## src/rtl/card_mem_pkg.sv

```systemverilog
// -----------------------------------------------------------------------------
// card_mem_pkg
//
// Purpose : Shared definitions for every module that operates on the 1024x32
//           card RAM (allocator, list walkers, free_card_list, ...).
//           Holds the default RAM geometry, the card word field layout, a
//           card-word typedef, and the state encoding of the free-list walker.
//
// Card word layout:
//   [31]    USED    - set by the allocator, cleared when the node is freed
//   [30:16] unused
//   [15:12] value
//   [11:10] suit
//   [9:0]   next    - pointer to the next node, 0 terminates the list
//
// Address 0 is never handed out by the allocator, so it doubles as the
// null pointer.
// -----------------------------------------------------------------------------
package card_mem_pkg;

    // Default RAM geometry.
    localparam int CARD_ADDR_W = 10;
    localparam int CARD_DATA_W = 32;

    // Allocation flag and null pointer.
    localparam int                     USED_BIT  = 31;
    localparam logic [CARD_ADDR_W-1:0] NULL_ADDR = '0;

    // Field ranges.
    localparam int VALUE_MSB = 15;
    localparam int VALUE_LSB = 12;
    localparam int SUIT_MSB  = 11;
    localparam int SUIT_LSB  = 10;
    localparam int NEXT_MSB  = 9;
    localparam int NEXT_LSB  = 0;

    // One card word, field by field.
    typedef struct packed {
        logic        used;
        logic [14:0] rsvd;
        logic [3:0]  value;
        logic [1:0]  suit;
        logic [9:0]  next;
    } card_word_t;

    // Free-list walker states.
    typedef enum logic [1:0] {
        FCL_IDLE = 2'd0,
        FCL_RD   = 2'd1,
        FCL_WR   = 2'd2,
        FCL_DONE = 2'd3
    } fcl_state_e;

    // Release a card word while keeping its payload intact.
    function automatic card_word_t card_release(input card_word_t w);
        card_word_t r;
        r      = w;
        r.used = 1'b0;
        return r;
    endfunction

endpackage

```

## src/rtl/free_card_list.sv

```systemverilog
// -----------------------------------------------------------------------------
// free_card_list
//
// Purpose : Returns a linked list of card blocks to the free pool. Starting at
//           head_addr it walks the next pointers, clearing the USED bit of
//           every node, counts the nodes freed and flags a node found already
//           free (double free, or a cyclic list revisiting a cleared node).
//
// Configuration macro:
//   FREE_CARD_LIST_SCRUB_EN  defined   -> a freed word is written as all zeros
//                            undefined -> a freed word keeps every field except
//                                         USED ({1'b0, ram_q[30:0]})
//
// Ports:
//   clock        in   single clock
//   resetn       in   asynchronous active-low reset
//   start        in   request to free the list at head_addr (sampled in IDLE)
//   head_addr    in   first node of the list, 0 = empty list
//   busy         out  high from the cycle after acceptance through done
//   done         out  one-cycle completion pulse
//   error        out  a node was already free; held until the next start
//   freed_count  out  nodes freed by the last operation; held until next start
//   ram_address  out  RAM address (combinational from state and cur)
//   ram_data     out  RAM write data
//   ram_wren     out  RAM write enable
//   ram_q        in   RAM read data, valid the cycle after its address
//   dbg_state    out  current walker state (fcl_state_e encoding)
//
// Handshake: start/busy is a request/acknowledge pair. start is accepted on
// any rising edge where the walker is in IDLE (busy low and done low); the
// acceptance edge latches head_addr. While busy is high start is ignored.
// Completion is signalled by the single-cycle done pulse, after which
// error/freed_count stay stable until the next accepted start.
// -----------------------------------------------------------------------------
module free_card_list
    import card_mem_pkg::*;
#(
    parameter int ADDR_W = CARD_ADDR_W,
    parameter int DATA_W = CARD_DATA_W
) (
    input  logic              clock,
    input  logic              resetn,
    input  logic              start,
    input  logic [ADDR_W-1:0] head_addr,
    output logic              busy,
    output logic              done,
    output logic              error,
    output logic [ADDR_W-1:0] freed_count,
    output logic [ADDR_W-1:0] ram_address,
    output logic [DATA_W-1:0] ram_data,
    output logic              ram_wren,
    input  logic [DATA_W-1:0] ram_q,
    output logic [1:0]        dbg_state
);

    // USED is always the top bit of the word; next is the low ADDR_W bits.
    localparam int W_USED = DATA_W - 1;

    // -------------------------------------------------------------------------
    // Registers
    // -------------------------------------------------------------------------
    fcl_state_e        r_state;
    logic [ADDR_W-1:0] r_cur;
    logic [ADDR_W-1:0] r_freed_count;
    logic              r_error;

    // -------------------------------------------------------------------------
    // Wires
    // -------------------------------------------------------------------------
    fcl_state_e        w_next_state;
    logic              w_used;
    logic [ADDR_W-1:0] w_next_ptr;
    logic              w_last_node;
    logic              w_head_null;
    logic [DATA_W-1:0] w_freed_word;
    logic              w_accept;
    logic              w_free_node;

    // Node decode: only meaningful in WR, where ram_q holds the node at r_cur.
    assign w_used      = ram_q[W_USED];
    assign w_next_ptr  = ram_q[ADDR_W-1:0];
    assign w_last_node = (w_next_ptr == ADDR_W'(NULL_ADDR));
    assign w_head_null = (head_addr == ADDR_W'(NULL_ADDR));

    assign w_accept    = (r_state == FCL_IDLE) && start;
    assign w_free_node = (r_state == FCL_WR) && w_used;

`ifdef FREE_CARD_LIST_SCRUB_EN
    // Scrub mode erases the whole word, so the payload bits of ram_q are
    // never consumed here.
    logic w_unused_q;
    assign w_unused_q   = ^ram_q;
    assign w_freed_word = '0;
`else
    assign w_freed_word = {1'b0, ram_q[W_USED-1:0]};
`endif

    // -------------------------------------------------------------------------
    // State register
    // -------------------------------------------------------------------------
    always_ff @(posedge clock or negedge resetn) begin
        if (!resetn) begin
            r_state <= FCL_IDLE;
        end else begin
            r_state <= w_next_state;
        end
    end

    // -------------------------------------------------------------------------
    // Next state and RAM port decode
    // -------------------------------------------------------------------------
    always_comb begin
        w_next_state = r_state;
        busy         = 1'b0;
        done         = 1'b0;
        ram_address  = '0;
        ram_data     = '0;
        ram_wren     = 1'b0;

        case (r_state)
            FCL_IDLE: begin
                if (start) begin
                    // An empty list completes without touching the RAM.
                    w_next_state = w_head_null ? FCL_DONE : FCL_RD;
                end
            end

            FCL_RD: begin
                // Present the node address; the RAM registers it, so the
                // word appears on ram_q during the following WR cycle.
                busy         = 1'b1;
                ram_address  = r_cur;
                w_next_state = FCL_WR;
            end

            FCL_WR: begin
                busy        = 1'b1;
                ram_address = r_cur;
                if (w_used) begin
                    ram_wren     = 1'b1;
                    ram_data     = w_freed_word;
                    w_next_state = w_last_node ? FCL_DONE : FCL_RD;
                end else begin
                    // Already free: either a double free or the walk has come
                    // back round to a node it cleared earlier in this list.
                    w_next_state = FCL_DONE;
                end
            end

            FCL_DONE: begin
                busy         = 1'b1;
                done         = 1'b1;
                w_next_state = FCL_IDLE;
            end

            default: begin
                w_next_state = FCL_IDLE;
            end
        endcase
    end

    // -------------------------------------------------------------------------
    // Datapath: current node pointer, freed counter, error flag
    // -------------------------------------------------------------------------
    always_ff @(posedge clock or negedge resetn) begin
        if (!resetn) begin
            r_cur         <= '0;
            r_freed_count <= '0;
            r_error       <= 1'b0;
        end else if (w_accept) begin
            r_cur         <= head_addr;
            r_freed_count <= '0;
            r_error       <= 1'b0;
        end else if (w_free_node) begin
            r_cur         <= w_next_ptr;
            // Wraps modulo 2^ADDR_W; a legal list never reaches the wrap.
            r_freed_count <= r_freed_count + ADDR_W'(1);
        end else if ((r_state == FCL_WR) && !w_used) begin
            r_error       <= 1'b1;
        end
    end

    assign error       = r_error;
    assign freed_count = r_freed_count;
    assign dbg_state   = r_state;

endmodule
```

## config.mk

```make
export PLATFORM = sky130hd
export DESIGN_NAME = free_card_list
export DESIGN_NICKNAME = d
export VERILOG_FILES = /design/src/rtl/card_mem_pkg.sv /design/src/rtl/free_card_list.sv
export SDC_FILE = /design/constraint.sdc
export NUM_CORES = 1
export LEC_CHECK = 0
export CAP_MARGIN = 20
export CORE_ASPECT_RATIO = 1.25
export CORE_MARGIN = 1.5
export CORE_UTILIZATION = 35
export CTS_CLUSTER_SIZE = 25
export DETAILED_ROUTE_END_ITERATION = 12
export GPL_TIMING_DRIVEN = 0
export PLACE_DENSITY = 0.87
export SYNTH_ARGS = -nofsm -noshare
export SYNTH_HDL_FRONTEND = slang
export SYNTH_SLANG_ARGS = --single-unit
```

## constraint.sdc

```tcl
create_clock -name clock -period 1.95 [get_ports clock]
set_clock_uncertainty 0.2 [all_clocks]
set_input_delay 0.39 -clock clock [delete_from_list [all_inputs] [get_ports clock]]
set_output_delay 0.39 -clock clock [all_outputs]
set_load 0.02 [all_outputs]
```

==> impl_metrics.toml, run 1 <==
[layout]
finish.instance_area_sq_mm = 0.003042
num_antenna_cells = 0
area_delta_synth_final_pct = 104.5
multi_input_area_sq_mm = 0.001022
layout-drive-gt1-share = 0.3986
fillers = 302
fin_nets = 348
regArea_sq_um = 578.1

[detailed_routing]
wl_met3_um = 435
wl_met2_um = 3289
top_layer_used = "met4"
route.vias.total = 1881
wl_met1_um = 2175
via_per_inst = 5.344
wirelength_um = 6078
first_pass_iters = 4
avgRoutedWirePerCell_um = 17.27
drc = 0
ant_nets = 0
drt_iter0_markers = 108

[placement]
io_buffers = 100
finalWeightedCongestion = 0.8302
post-place-ws_ns = -0.6599
placement.cell_area_sq_mm = 0.002591
hpwl_um = 3993

[die]
start_util = 0.3629
die_area_sq_mm = 0.004653
core_area_sq_mm = 0.004099
rows = 26
die_w_um = 61.31
die_y_um = 75.89
ioPinCount = 103

[logic_synthesis]
yosysMostFrequentCell = "and3_1"
synth_cells = 178
ys_seq_area_frac = 0.3869
synth_top_area_frac = 0.3869
yosys.area.top_type = "dfrtp_1"
avgSynthCellArea_sq_um = 8.358
synth.distinct_cells = 33
yosys_warnings = 0
synthTopCellsByArea = "dfrtp_1, and3_1, a21oi_1"
async_reset_ff_frac = 1.000
syn_area_sq_mm = 0.001488
synth_nets = 229
synth_ff_type = "dfrtp_1"
netlist_top_cells_count = "and3_1, dfrtp_1, nand2_1"
ys_seq_elements = 23
synth_edf_count = 0

[global_route]
grtUsageTotal = 0.2674
grt_pass1_vias = 1952
grt_max_degree = 24
grt_pass1_wl_um = 9204
antenna_found_initial = 0
grt.overflow.total = 0

[setup_path]
cp_num_cells = 6
crit_family = "buffers and inverters"
worstPathArrival_ns = 1.50
path_common_cell = "buf_8"
cp_slowest_cell = "dfrtp_2"
cp_cell_sequence = "inv_4, ha_4, buf_8, buf_8, and3_4, buf_6"
worstSetupPathType = "reg2out"
max_stage_delay_ns = 0.43
reg2regPathDepth = 7
endpoint = "ram_data[18]"
rrSetupSlack_ns = 0.07
crit_start = "dbg_state[0]$_DFFE_PN0P_"
r2r_end = "freed_count[5]$_DFFE_PN0P_"
start_kind = "flop"
path_max_fanout = 7
critPathBufInv = 4
cp-end-kind = "primary output"
cp.required_ns = 1.36
rr_startpoint = "dbg_state[0]$_DFFE_PN0P_"

[clock_network]
cts_sinks = 23
clockBufferDepth = 2
cts_tree = "done"
clk_latency_ns = 0.27
cts_buffers = 3
clk_pin_slew_ns = 0.09
ctsHoldBuffers = 0
root_buffer = "clkbuf_8"
htreeDepth = 1

[timing]
slew_violations = 0
min_period_ns = 2.087
rsz0062_at_grt = "true"
fin_crit_sh = 1.070
worst_pin_slew_ns = 0.5356
finalSetupViolations = 42
max_freq_ghz = 0.4791
relSlewSlack = 0.6397
setup_ws_ns = -0.1371
hold_violations = 0

[worst_hold_path]
hold_path.class = "in2async"

[run_status]
violations = "negative setup slack"
status = "finished, violations left"

[run]
cap_violations = 0

[power_and_ir_drop]
powerDensity_mw_per_mm2 = 1119
power_frac_comb = 0.690
clkPwrFrac = 0.092
p_sw_mw = 1.427
power.share.sequential = 0.217
power.leakage_nw = 1.396
p_int_mw = 1.975
irDropWorstVdd_mv = 0.6433
p_sw_frac = 0.4195
placed cells by master, fill, tap and decap left out, types with 2 or more instances in the layout:
| master | n |
|---|---|
| clkbuf_2 | 5 |
| and3_4 | 28 |
| dfrtp_2 | 2 |
| and2_4 | 3 |
| and3_1 | 3 |
| ha_1 | 4 |
| inv_1 | 5 |
| a21oi_1 | 14 |
| nand3_1 | 6 |
| buf_8 | 6 |
| nand2b_1 | 3 |
| o21ai_1 | 2 |
| nor4_1 | 3 |
| buf_6 | 40 |
| dlymetal6s2s_1 | 3 |
| and2_1 | 8 |
| buf_2 | 2 |
| clkdlybuf4s50_1 | 50 |
| o31ai_1 | 2 |
| dfrtp_1 | 21 |
| clkbuf_8 | 4 |
| dlygate4sd2_1 | 3 |
| nor2_1 | 5 |
| o21ai_0 | 12 |
| ha_4 | 2 |
| nand4_1 | 2 |
| nand2_1 | 17 |
| buf_4 | 14 |
| mux2i_1 | 2 |
timing repair:
item / 4_1_cts / 5_1_grt
setup buffers: 9 / 2
gates cloned: 3 / 0
gates resized for setup: 300 / 31
pin swaps: 1 / 2
setup endpoints to repair: 61 / 66
stage by stage:
| step | std cells | hold slack (ns) | util | TNS, ns | power (mW) |
|---|---|---|---|---|---|
| 3_5_place_dp | 334 | 0.2955 | 0.6322 | -25.26 | 2.503 |
| 3_3_place_gp | 334 | 0.2856 | 0.6322 | -24.11 | 2.472 |
| 4_1_cts | 350 | 0.3144 | 0.7219 | -4.148 | 3.250 |
| 6_report | 352 | 0.2296 | 0.7421 | -3.705 | 3.403 |
| 2_1_floorplan | 178 | -0.1056 | - | 0 | 1.690 |
| 5_1_grt | 352 | 0.2398 | 0.7421 | -5.328 | 3.572 |
logic make-up after synthesis:
kind of cell | Yosys count | share of synthesized area
and+or+nand+nor | 89 | 0.3474
AOI/OAI and AO/OA | 35 | 0.1304
DFF | 23 | 0.3869
buffers and inverters | 20 | 0.05719
adders and majority gates | 6 | 0.05046
xor gates and xnor gates | 2 | 0.01178
muxes | 2 | 0.01346
other | 1 | 0.002521
worst reg2reg max path, stage by stage (launching register included):
cell,delay (ns)
dfrtp_2,0.43
inv_4,0.08
ha_4,0.16
buf_4,0.11
buf_4,0.10
nand4_4,0.14
or4_1,0.44
a21oi_1,0.15
worst min-delay path by stage:
stage | endpoint | slack (ns) | cells after the start
after floorplan | dbg_state[0]$_DFFE_PN0P_ | -0.11 | 0
after global placement | error$_DFFE_PN0P_ | 0.29 | 2
after detailed placement | error$_DFFE_PN0P_ | 0.30 | 2
after CTS | error$_DFFE_PN0P_ | 0.31 | 2
after global routing | r_cur[4]$_DFFE_PN0P_ | 0.24 | 1
final | r_cur[4]$_DFFE_PN0P_ | 0.23 | 1
final cells by class:
cell class / count / share of cell area
clock buffer: 3 / 0.01357
inverter: 7 / 0.009461
tap: 56 / 0.02304
sequential: 23 / 0.1900
buffer: 13 / 0.03661
multi-input combinational: 135 / 0.3361
timing repair buffer: 114 / 0.3896
clock inverter: 1 / 0.001645
registers in the layout, summed over array words and instances (netlist names):
name / cells
freed_count: 10
dbg_state: 2
r_cur: 10
error: 1
routing by layer:
layer | vias to the layer above | track usage
met2 | 106 | 0.4787
met1 | 891 | 0.2947
met4 | 0 | 0.1159
met3 | 19 | 0.06452
li1 | 865 | -
met5 | - | 0
power by group through the flow:
| stage | clock [mW] | combinational, mW | sequential [mW] |
|---|---|---|---|
| floorplan | 0 | 0.923 | 0.767 |
| global placement | 0 | 1.74 | 0.730 |
| detailed placement | 0 | 1.77 | 0.737 |
| CTS | 0.302 | 2.22 | 0.727 |
| global route | 0.323 | 2.50 | 0.750 |
| finish | 0.314 | 2.35 | 0.740 |
No activity file was read; power rests on OpenSTA's default activity.
==> run 2: changes to the inputs <==
--- a/config.mk
+++ b/config.mk
@@ -9,10 +9,11 @@
 export CORE_ASPECT_RATIO = 1.25
 export CORE_MARGIN = 1.5
 export CORE_UTILIZATION = 35
+export CTS_CLUSTER_DIAMETER = 200
 export CTS_CLUSTER_SIZE = 25
 export DETAILED_ROUTE_END_ITERATION = 12
 export GPL_TIMING_DRIVEN = 0
-export PLACE_DENSITY = 0.87
+export PLACE_DENSITY = 0.84
 export SYNTH_ARGS = -nofsm -noshare
 export SYNTH_HDL_FRONTEND = slang
 export SYNTH_SLANG_ARGS = --single-unit
==> run 2 against run 1 <==
Compared with the run above:
- count of clock-buffer cells in the layout is 1 higher
- highest routed layer unchanged
- the flow still finishes with violations (negative setup slack)
- fmax is 0.72% higher
- register-to-register slack got worse by 0.02 ns
- critical path depth stayed put
- worst setup slack gained 0.015 ns
- clock power is 2% lower
- first-iteration DRC count down 32%
- non-clock buffer count grew 5
- cell area up 0.74%
==> impl_metrics.toml, run 2 (synthesis gave the netlist of run 1 again) <==
[clock_network]
ctsHoldBuffers = 0
clk_latency_ns = 0.27
cts_buffers = 3
root_buffer = "clkbuf_8"
cts_sinks = 23
htreeDepth = 1
clk_pin_slew_ns = 0.08
cts_tree = "done"
clockBufferDepth = 2

[layout]
most-common-layout-cells = "clkdlybuf4s50_1, buf_6, dfrtp_1"
layout-drive-gt1-share = 0.4286
fillers = 299
fin_nets = 353
final_core_util = 0.7476
regArea_sq_um = 578.1
layout_commonest_cell = "clkdlybuf4s50_1"
multi_input_area_sq_mm = 0.001016
num_antenna_cells = 0
area_delta_synth_final_pct = 106.0

[detailed_routing]
ant_nets = 0
route.vias.total = 1883
via_per_inst = 5.275
wirelength_um = 5660
drt_iter0_markers = 73
first_pass_iters = 4
drc = 0
avgRoutedWirePerCell_um = 15.85

[placement]
io_buffers = 100
hpwl_um = 3988
finalWeightedCongestion = 0.7876

[global_route]
grt_pass1_wl_um = 8673
grt.busiest_layer = "met2"
grt.overflow.total = 0
antenna_found_initial = 0
use_met1 = 0.2806
grt_max_degree = 24
met2_usage = 0.4409
gr-usage-met3 = 0.06791
grt_pass1_vias = 1933
grtUsageTotal = 0.2478

[die]
die_y_um = 75.89
die_area_sq_mm = 0.004653
core_area_sq_mm = 0.004099
start_util = 0.3629
rows = 26
die_w_um = 61.31
ioPinCount = 103

[setup_path]
rrSetupSlack_ns = 0.05
r2r_end = "freed_count[7]$_DFFE_PN0P_"
path_common_cell = "buf_8"
cp-end-kind = "primary output"
cp_cell_sequence = "inv_4, ha_4, buf_8, buf_8, and3_4, buf_6"
reg2regPathDepth = 7
cp_slowest_cell = "dfrtp_2"
cp.required_ns = 1.36
path_max_fanout = 10
max_stage_delay_ns = 0.43
rr_startpoint = "dbg_state[0]$_DFFE_PN0P_"
worstSetupPathType = "reg2out"
worstPathArrival_ns = 1.48
start_kind = "flop"

[power_and_ir_drop]
irDropWorstVdd_mv = 0.6216
power.leakage_nw = 1.434
powerDensity_mw_per_mm2 = 1080

[timing]
slew_violations = 0
rsz0062_at_grt = "true"
max_freq_ghz = 0.4826
finalSetupTns_ns = -3.674
hold_violations = 0
finalSetupViolations = 41
setup_ws_ns = -0.1222
fin_crit_sh = 1.063
min_period_ns = 2.072

[worst_hold_path]
hold_path.class = "in2async"

[run_status]
violations = "negative setup slack"
status = "finished, violations left"

[run]
cap_violations = 0
-- run 2: cell types whose count changed in the layout (fill, tap and decap cells not counted), sizes merged --
cell          change
buf               +9
clkbuf            -3
clkinv            -1
dlygate4sd2       +1
dlymetal6s2s      -1
-- run 2: through the flow --
stage / setup WS (ns) / instance area (sq um) / power, mW / hold slack [ns] / instances
floorplan: 0.005604 / 1520 / 1.690 / -0.1056 / 178
global placement: -0.6462 / 2591 / 2.467 / 0.2816 / 334
detailed placement: -0.6473 / 2591 / 2.500 / 0.3177 / 334
CTS: -0.1451 / 2867 / 3.109 / 0.3087 / 352
global route: -0.1625 / 3064 / 3.514 / 0.1906 / 357
finish: -0.1222 / 3064 / 3.308 / 0.1750 / 357
-- run 2: report_power, final --
part | switching, mW | leakage, nW | total (mW) | internal (mW)
combinational | 1.10 | 1.11 | 2.27 | 1.17
sequential | 0.105 | 0.298 | 0.734 | 0.628
clock | 0.162 | 0.0228 | 0.308 | 0.146
-- run 2: worst max-delay path by stage --
stage	start	endpoint	slack (ns)	cells after the start
3_5_place_dp	dbg_state[0]$_DFFE_PN0P_	ram_data[30]	-0.65	6
5_1_grt	dbg_state[0]$_DFFE_PN0P_	ram_data[30]	-0.16	6
3_3_place_gp	dbg_state[0]$_DFFE_PN0P_	ram_data[4]	-0.65	5
2_1_floorplan	dbg_state[0]$_DFFE_PN0P_	ram_data[10]	0.006	5
6_report	dbg_state[0]$_DFFE_PN0P_	ram_data[30]	-0.12	6
4_1_cts	dbg_state[0]$_DFFE_PN0P_	ram_data[30]	-0.15	6
-- run 2: final cells by class --
type	instances	share of cell area
Inverter	7	0.01021
Multi-Input combinational cell	135	0.3316
Timing Repair Buffer	119	0.3953
Clock buffer	4	0.01470
Buffer	13	0.03675
Tap cell	56	0.02287
Sequential cell	23	0.1886
-- run 2: timing repair --
| action | 4_1_cts | 5_1_grt |
|---|---|---|
| setup endpoints to repair | 66 | 52 |
| cloned | 1 | 0 |
| pin swaps | 3 | 7 |
| gates resized for setup | 282 | 46 |
| buffers inserted | 13 | 6 |
-- run 2: routing by layer --
metal | share of wire | vias to the layer above | wire [um]
met2 | 0.55 | 99 | 3137
met4 | 0.020 | 0 | 113
met5 | 0 | - | 0
met3 | 0.083 | 13 | 468
met1 | 0.34 | 893 | 1941
li1 | - | 878 | -
-- run 2: worst max-delay path, delay by kind of cell (launching register included) --
family | cells | cell delay, ns
flip-flops | 1 | 0.43
buffers and inverters | 4 | 0.42
AND/OR/NAND/NOR | 1 | 0.19
adder cells (fa/ha/maj) | 1 | 0.16
